### src/rtl/pcie_sym_pkg.sv
// Purpose: shared 8b symbol constants and framing FSM encoding for byte_strip / byte_unstrip.
// Latency: n/a (definitions only).
// Backpressure: n/a.
package pcie_sym_pkg;

  // Framing symbols: carried with DK=0.
  localparam logic [7:0] SYM_STP = 8'hFB;
  localparam logic [7:0] SYM_SDP = 8'h5C;
  localparam logic [7:0] SYM_END = 8'hFD;
  localparam logic [7:0] SYM_EDB = 8'hFE;

  // Ordered-set / filler symbols: treated like data, carried with DK=1.
  localparam logic [7:0] SYM_COM = 8'hBC;
  localparam logic [7:0] SYM_SKP = 8'h1C;
  localparam logic [7:0] SYM_IDL = 8'h7C;

  typedef enum logic {
    ST_IDLE = 1'b0,
    ST_PKT  = 1'b1
  } fsm_state_t;

  // Packet-opening framing symbol.
  function automatic logic is_start(input logic [7:0] s);
    return (s == SYM_STP) || (s == SYM_SDP);
  endfunction

  // Packet-closing framing symbol.
  function automatic logic is_end(input logic [7:0] s);
    return (s == SYM_END) || (s == SYM_EDB);
  endfunction

endpackage

### src/rtl/unstrip_checker.sv
// Purpose: framing position / DK class checker, computes next framing state for one symbol.
// Latency: purely combinational; caller registers the results alongside the symbol.
// Backpressure: none; evaluated only when the caller qualifies the symbol as emitted.
module unstrip_checker
  import pcie_sym_pkg::*;
#(
  parameter int BITS = 8
) (
  input  logic [BITS-1:0] sym,
  input  logic            dk,
  input  logic [1:0]      idx,
  input  fsm_state_t      state,
  output fsm_state_t      next_state,
  output logic            err_pos,
  output logic            err_dk
);

  logic [7:0] sym8;
  logic       start_sym;
  logic       end_sym;

  assign sym8      = 8'(sym);
  assign start_sym = is_start(sym8);
  assign end_sym   = is_end(sym8);

  // Framing rules: starts only at lane 0, ends only at lane 3. A misplaced
  // symbol leaves the state alone; a start inside a packet restarts it (stays
  // PKT) and an end outside a packet stays IDLE, both flagged.
  always_comb begin
    next_state = state;
    err_pos    = 1'b0;
    if (start_sym) begin
      err_pos = (idx != 2'd0) || (state == ST_PKT);
      if (idx == 2'd0) next_state = ST_PKT;
    end else if (end_sym) begin
      err_pos = (idx != 2'd3) || (state == ST_IDLE);
      if (idx == 2'd3) next_state = ST_IDLE;
    end
  end

  // Framing symbols must be DK=0, everything else DK=1; never gates transitions.
  assign err_dk = (start_sym || end_sym) ? dk : ~dk;

endmodule

### src/rtl/byte_unstrip.sv
// Purpose: merge a 4-lane symbol group back into one serial symbol stream with framing/DK checks.
// Latency: group accepted at edge N (serializer idle) -> lane 0 on D after N+1, lane 3 after N+4.
// Backpressure: IN_READY (registered) high only while the one-group holding register is empty.
module byte_unstrip
  import pcie_sym_pkg::*;
#(
  parameter int LANES = 4,  // only 4 is supported
  parameter int BITS  = 8
) (
  input  logic            CLK,
  input  logic            RESET_L,
  input  logic            IN_VALID,
  output logic            IN_READY,
  input  logic [BITS-1:0] LANE0,
  input  logic [BITS-1:0] LANE1,
  input  logic [BITS-1:0] LANE2,
  input  logic [BITS-1:0] LANE3,
  input  logic [3:0]      LANE_DK,
  output logic [BITS-1:0] D,
  output logic            o_DK,
  output logic            OUT_VALID,
  output logic            IN_PKT,
  output logic            ERR_POS,
  output logic            ERR_DK
);

  localparam logic [1:0] LAST_IDX = 2'(LANES - 1);

  logic [LANES-1:0][BITS-1:0] in_dat;

  // One-group skid/holding register.
  logic                       hold_vld;
  logic [LANES-1:0][BITS-1:0] hold_dat;
  logic [LANES-1:0]           hold_dk;

  // Group currently being serialized; idx is the lane emitted next.
  logic                       ser_vld;
  logic [LANES-1:0][BITS-1:0] ser_dat;
  logic [LANES-1:0]           ser_dk;
  logic [1:0]                 idx;

  logic                       accept;
  logic                       take_hold;
  logic                       hold_vld_nxt;
  logic                       emit_vld;
  logic [BITS-1:0]            emit_sym;
  logic                       emit_dk;

  fsm_state_t                 state_q;
  fsm_state_t                 state_nxt;
  fsm_state_t                 chk_state;
  logic                       chk_err_pos;
  logic                       chk_err_dk;

  assign in_dat = {LANE3, LANE2, LANE1, LANE0};
  assign accept = IN_VALID && IN_READY;

  // The holding group moves on when the serializer is idle (its lane 0 goes
  // straight out) or when lane 3 of the current group leaves.
  assign take_hold    = hold_vld && (!ser_vld || (idx == LAST_IDX));
  assign hold_vld_nxt = accept || (hold_vld && !take_hold);

  // Select the symbol leaving this cycle; idx is 0 whenever the serializer is empty.
  always_comb begin
    emit_vld = 1'b0;
    emit_sym = '0;
    emit_dk  = 1'b0;
    if (ser_vld) begin
      emit_vld = 1'b1;
      emit_sym = ser_dat[idx];
      emit_dk  = ser_dk[idx];
    end else if (hold_vld) begin
      emit_vld = 1'b1;
      emit_sym = hold_dat[0];
      emit_dk  = hold_dk[0];
    end
  end

  unstrip_checker #(
    .BITS(BITS)
  ) u_chk (
    .sym       (emit_sym),
    .dk        (emit_dk),
    .idx       (idx),
    .state     (state_q),
    .next_state(chk_state),
    .err_pos   (chk_err_pos),
    .err_dk    (chk_err_dk)
  );

  // Framing state advances only on emitted symbols.
  always_comb begin
    state_nxt = state_q;
    if (emit_vld) state_nxt = chk_state;
  end

  // Framing state register.
  always_ff @(posedge CLK or negedge RESET_L) begin
    if (!RESET_L) state_q <= ST_IDLE;
    else          state_q <= state_nxt;
  end

  // Holding register, serializer and lane index.
  always_ff @(posedge CLK or negedge RESET_L) begin
    if (!RESET_L) begin
      hold_vld <= 1'b0;
      hold_dat <= '0;
      hold_dk  <= '0;
      ser_vld  <= 1'b0;
      ser_dat  <= '0;
      ser_dk   <= '0;
      idx      <= 2'd0;
      IN_READY <= 1'b0;
    end else begin
      if (accept) begin
        hold_dat <= in_dat;
        hold_dk  <= LANE_DK;
      end
      hold_vld <= hold_vld_nxt;
      IN_READY <= !hold_vld_nxt;
      if (take_hold) begin
        ser_dat <= hold_dat;
        ser_dk  <= hold_dk;
        ser_vld <= 1'b1;
      end else if (ser_vld && (idx == LAST_IDX)) begin
        ser_vld <= 1'b0;
      end
      if (emit_vld) idx <= idx + 2'd1;
    end
  end

  // Output stage: symbol, its DK and the check results stay aligned; D/o_DK hold when idle.
  always_ff @(posedge CLK or negedge RESET_L) begin
    if (!RESET_L) begin
      D         <= '0;
      o_DK      <= 1'b0;
      OUT_VALID <= 1'b0;
      IN_PKT    <= 1'b0;
      ERR_POS   <= 1'b0;
      ERR_DK    <= 1'b0;
    end else begin
      if (emit_vld) begin
        D    <= emit_sym;
        o_DK <= emit_dk;
      end
      OUT_VALID <= emit_vld;
      IN_PKT    <= (state_nxt == ST_PKT);
      ERR_POS   <= emit_vld && chk_err_pos;
      ERR_DK    <= emit_vld && chk_err_dk;
    end
  end

endmodule

### config.mk
export PLATFORM = sky130hd
export DESIGN_NAME = byte_unstrip
export DESIGN_NICKNAME = d
export VERILOG_FILES = /design/src/rtl/pcie_sym_pkg.sv /design/src/rtl/unstrip_checker.sv /design/src/rtl/byte_unstrip.sv
export SDC_FILE = /design/constraint.sdc
export NUM_CORES = 1
export LEC_CHECK = 0
export BUFFER_PORTS_ARGS = -buffer_cell sky130_fd_sc_hd__buf_2
export CAP_MARGIN = 40
export CORE_UTILIZATION = 50
export CTS_CLUSTER_SIZE = 25
export DETAILED_ROUTE_END_ITERATION = 7
export PLACE_DENSITY_LB_ADDON = 0.12
export RECOVER_POWER = 25
export SETUP_SLACK_MARGIN = 0.2
export SYNTH_ARGS = -nofsm -noshare
export SYNTH_HDL_FRONTEND = slang
export SYNTH_SLANG_ARGS = --single-unit
### constraint.sdc
create_clock -name CLK -period 3 [get_ports CLK]
set_input_delay 0.6 -clock CLK [delete_from_list [all_inputs] [get_ports CLK]]
set_output_delay 0.6 -clock CLK [all_outputs]
set_load 0.03 [all_outputs]
==> impl_metrics.yaml <==
timing:
  worst_pin_slew_ps: 1990
  fin_crit_ps: 2380
  maxSlewViolCount: 37
  relSlewSlack_pct: -32.7
  period_share_pct: 79.4
  fin_skew_ps: 11.0
  hold_viol_final: 0
  max_clock_freq_mhz: 420
  rsz0062_at_grt: "no"
  setup_slack_ps: 618
  setup_viol: 0
  setup_tns_ps: 0
clocking:
  htreeDepth: 3
  cts_root_buf: "clkbuf_8"
  clockBufferDepth: 2
  cts.sinks: 90
  cts_tree: "built"
  clk_pin_slew_ps: 80
  cts-resized-gates: 0
  cts_made_buffers: 9
  insertion_delay_ps: 340
  post_cts.repair.setup_buffers: 0
  cts_hold_buf: 0
finish:
  nets: 355
  fin_util_pct: 60.0
  layout-drive-gt1-share_pct: 48.3
  diodes: 0
  stdcell_area_um2: 4380
  layout-area-overhead-vs-synth_pct: 15.9
worst_setup_path:
  critical_path.max_fanout: 6
  required_ps: 3240
  crit_path_end_kind: "flip-flop"
  arrival_ps: 2620
  worst_setup_path_start_kind: "flip-flop"
  critical_path_class: "reg -> reg"
yosys:
  synth_top_area_cell: "dfrtp_1"
  synth_cell_types: 36
  synth_top_area_share_pct: 59.6
  synthTopCellsByArea: "dfrtp_1 60%, mux2_2 21%, mux4_2 3.6%"
  syn-cell-area_um2: 3780
  synth.ff_latch_count: 90
  syn_avg_cell_area_um2: 14.7
  yosysWarnings: 0
  seq_area_frac_synth_pct: 59.6
  synth_cells: 257
  synth.net_count: 298
global_routing:
  use_met2_pct: 25.5
  antenna_found_initial: 0
  busiest_layer: "met1"
  grt_pass1_vias: 2044
  use_met1_pct: 26.8
  grt-ovfl-total: 0
  grt_pass1_wl_um: 10400
  grt_max_degree: 55
  track_usage_pct: 17.9
  met3_usage_pct: 3.42
floorplanning:
  die_area_um2: 7900
  initial_core_util_pct: 51.8
  dieHeight_um: 88.9
  core_area_um2: 7290
  std_cell_rows: 31
  die_w_um: 88.9
  ios: 53
outcome:
  status: "complete, but fails checks"
  violations: "capacitance limit, slew limit"
drt:
  drc: 0
  ant_nets: 0
  via_per_inst: 5.22
  wirelength_um: 6450
  via_count: 2181
  wire_per_inst_um: 15.4
  dr.pass1.iters: 4
  drt-initial-drc-count: 94
power:
  p_per_area_nw_per_um2: 1190
  p_leak_nw: 2.01
  ir_drop_v: 0.000443
hold_path:
  hold_path_class: "reg -> reg"
placement:
  gp_congestion: 0.792
  dp_hpwl_um: 4430
  dpl-instance-area_um2: 4150
  pre_cts_slack_ps: 620
  port-buffer-count: 52
job:
  maxCapViolCount: 1
-- cell usage after synthesis --
library cell  number
o21ai_1            1
nor3_1             1
a21oi_1            4
nor3b_1            1
buf_12             1
dfrtp_1           90
nor3_2             1
a21oi_2            1
ha_1               2
a22o_1             5
nand3_1            4
and3_1             1
mux2_2            72
nor2b_1            1
a21o_1             3
or4_4              1
inv_1              5
a211o_1            1
nor3b_2            1
o22a_1             1
mux2i_1            6
mux4_1             1
buf_2              1
xnor2_1            1
nand2_1           17
o41ai_1            1
o21ai_0            5
and2_1             1
mux4_2             6
clkbuf_1           9
o22ai_1            2
nor2_1             3
xor2_1             2
a22oi_1            2
buf_6              1
nand2b_1           2
-- cells by family after synthesis --
family | after synthesis | synth area share [%]
xor+xnor | 3 | 0.696
buf+inv | 17 | 2.35
flops | 90 | 59.6
fa+ha+maj | 2 | 0.663
simple gates | 34 | 4.57
compound gates | 26 | 4.74
mux | 85 | 27.3
-- final timing paths --
path | start | end | slack [ps] | cells past startpoint
min in group asynchronous | RESET_L | o_DK | 810 | 1
max in group asynchronous | RESET_L | hold_dat[27] | 1050 | 1
min reg2reg | o_DK | o_DK | 480 | 1
max reg2reg | idx[0] | ERR_POS | 620 | 6
min | o_DK | o_DK | 480 | 1
max | idx[0] | ERR_POS | 620 | 6
-- flip-flops by register name, summed over array words and instances, names as in the netlist --
register and flops:
D 8, ERR_DK 1, ERR_POS 1, IN_PKT 1
IN_READY 1, OUT_VALID 1, hold_dat 32, hold_dk 4
hold_vld 1, idx 2, o_DK 1, ser_dat 32
ser_dk 4, ser_vld 1
-- metal layers --
metal  up-vias  part of all wire (%)
li1       1039                     -
met1      1080                    51
met2        55                    43
met3         7                   4.0
met4         0                   1.3
met5         -                     0
-- cell usage in the layout (no fill, tap or decap), drive strengths merged, types with 2 or more instances in the layout --
master,n
dfrtp,90
mux2,72
buf,57
nand2,17
clkbuf,13
mux4,7
mux2i,6
o21ai,6
inv,5
a22o,5
a21oi,5
nand3,4
nor2,3
a21o,3
a22oi,2
nand2b,2
o22ai,2
xor2,2
ha,2
bufinv,2
nor3,2
nor3b,2
clkinv,2
-- where the power goes --
| part | total, mW | leakage, nW | switching, mW | internal, mW |
|---|---|---|---|---|
| combinational | 2.02 | 0.831 | 0.916 | 1.10 |
| sequential | 2.26 | 1.06 | 0.417 | 1.84 |
| clock | 0.913 | 0.117 | 0.397 | 0.515 |
| total | 5.19 | 2.01 | 1.73 | 3.46 |
-- worst max-delay path: stages (launching register included) --
cell	delay (ps)
dfrtp_1	520
mux4_2	580
or4_4	550
a21oi_2	180
a22o_1	170
nand2_1	90
o22a_1	180
-- per-stage QoR --
stage,cells,hold slack (ps),power [mW]
floorplan,257,304,3.82
global placement,402,454,4.25
detailed placement,402,461,4.31
CTS,418,213,5.25
global route,418,462,5.54
finish,418,476,5.19
-- layout make-up --
type                    count  area [um2]
repair buffers             58         317
fillers                   624        2920
multi-input cells         150        1440
clock buffers              12         155
well taps                  99         124
clock inverters             4        73.8
flip-flops and latches     90        2250
inverters                   5        18.8
Power figures use the tool's default switching activity.
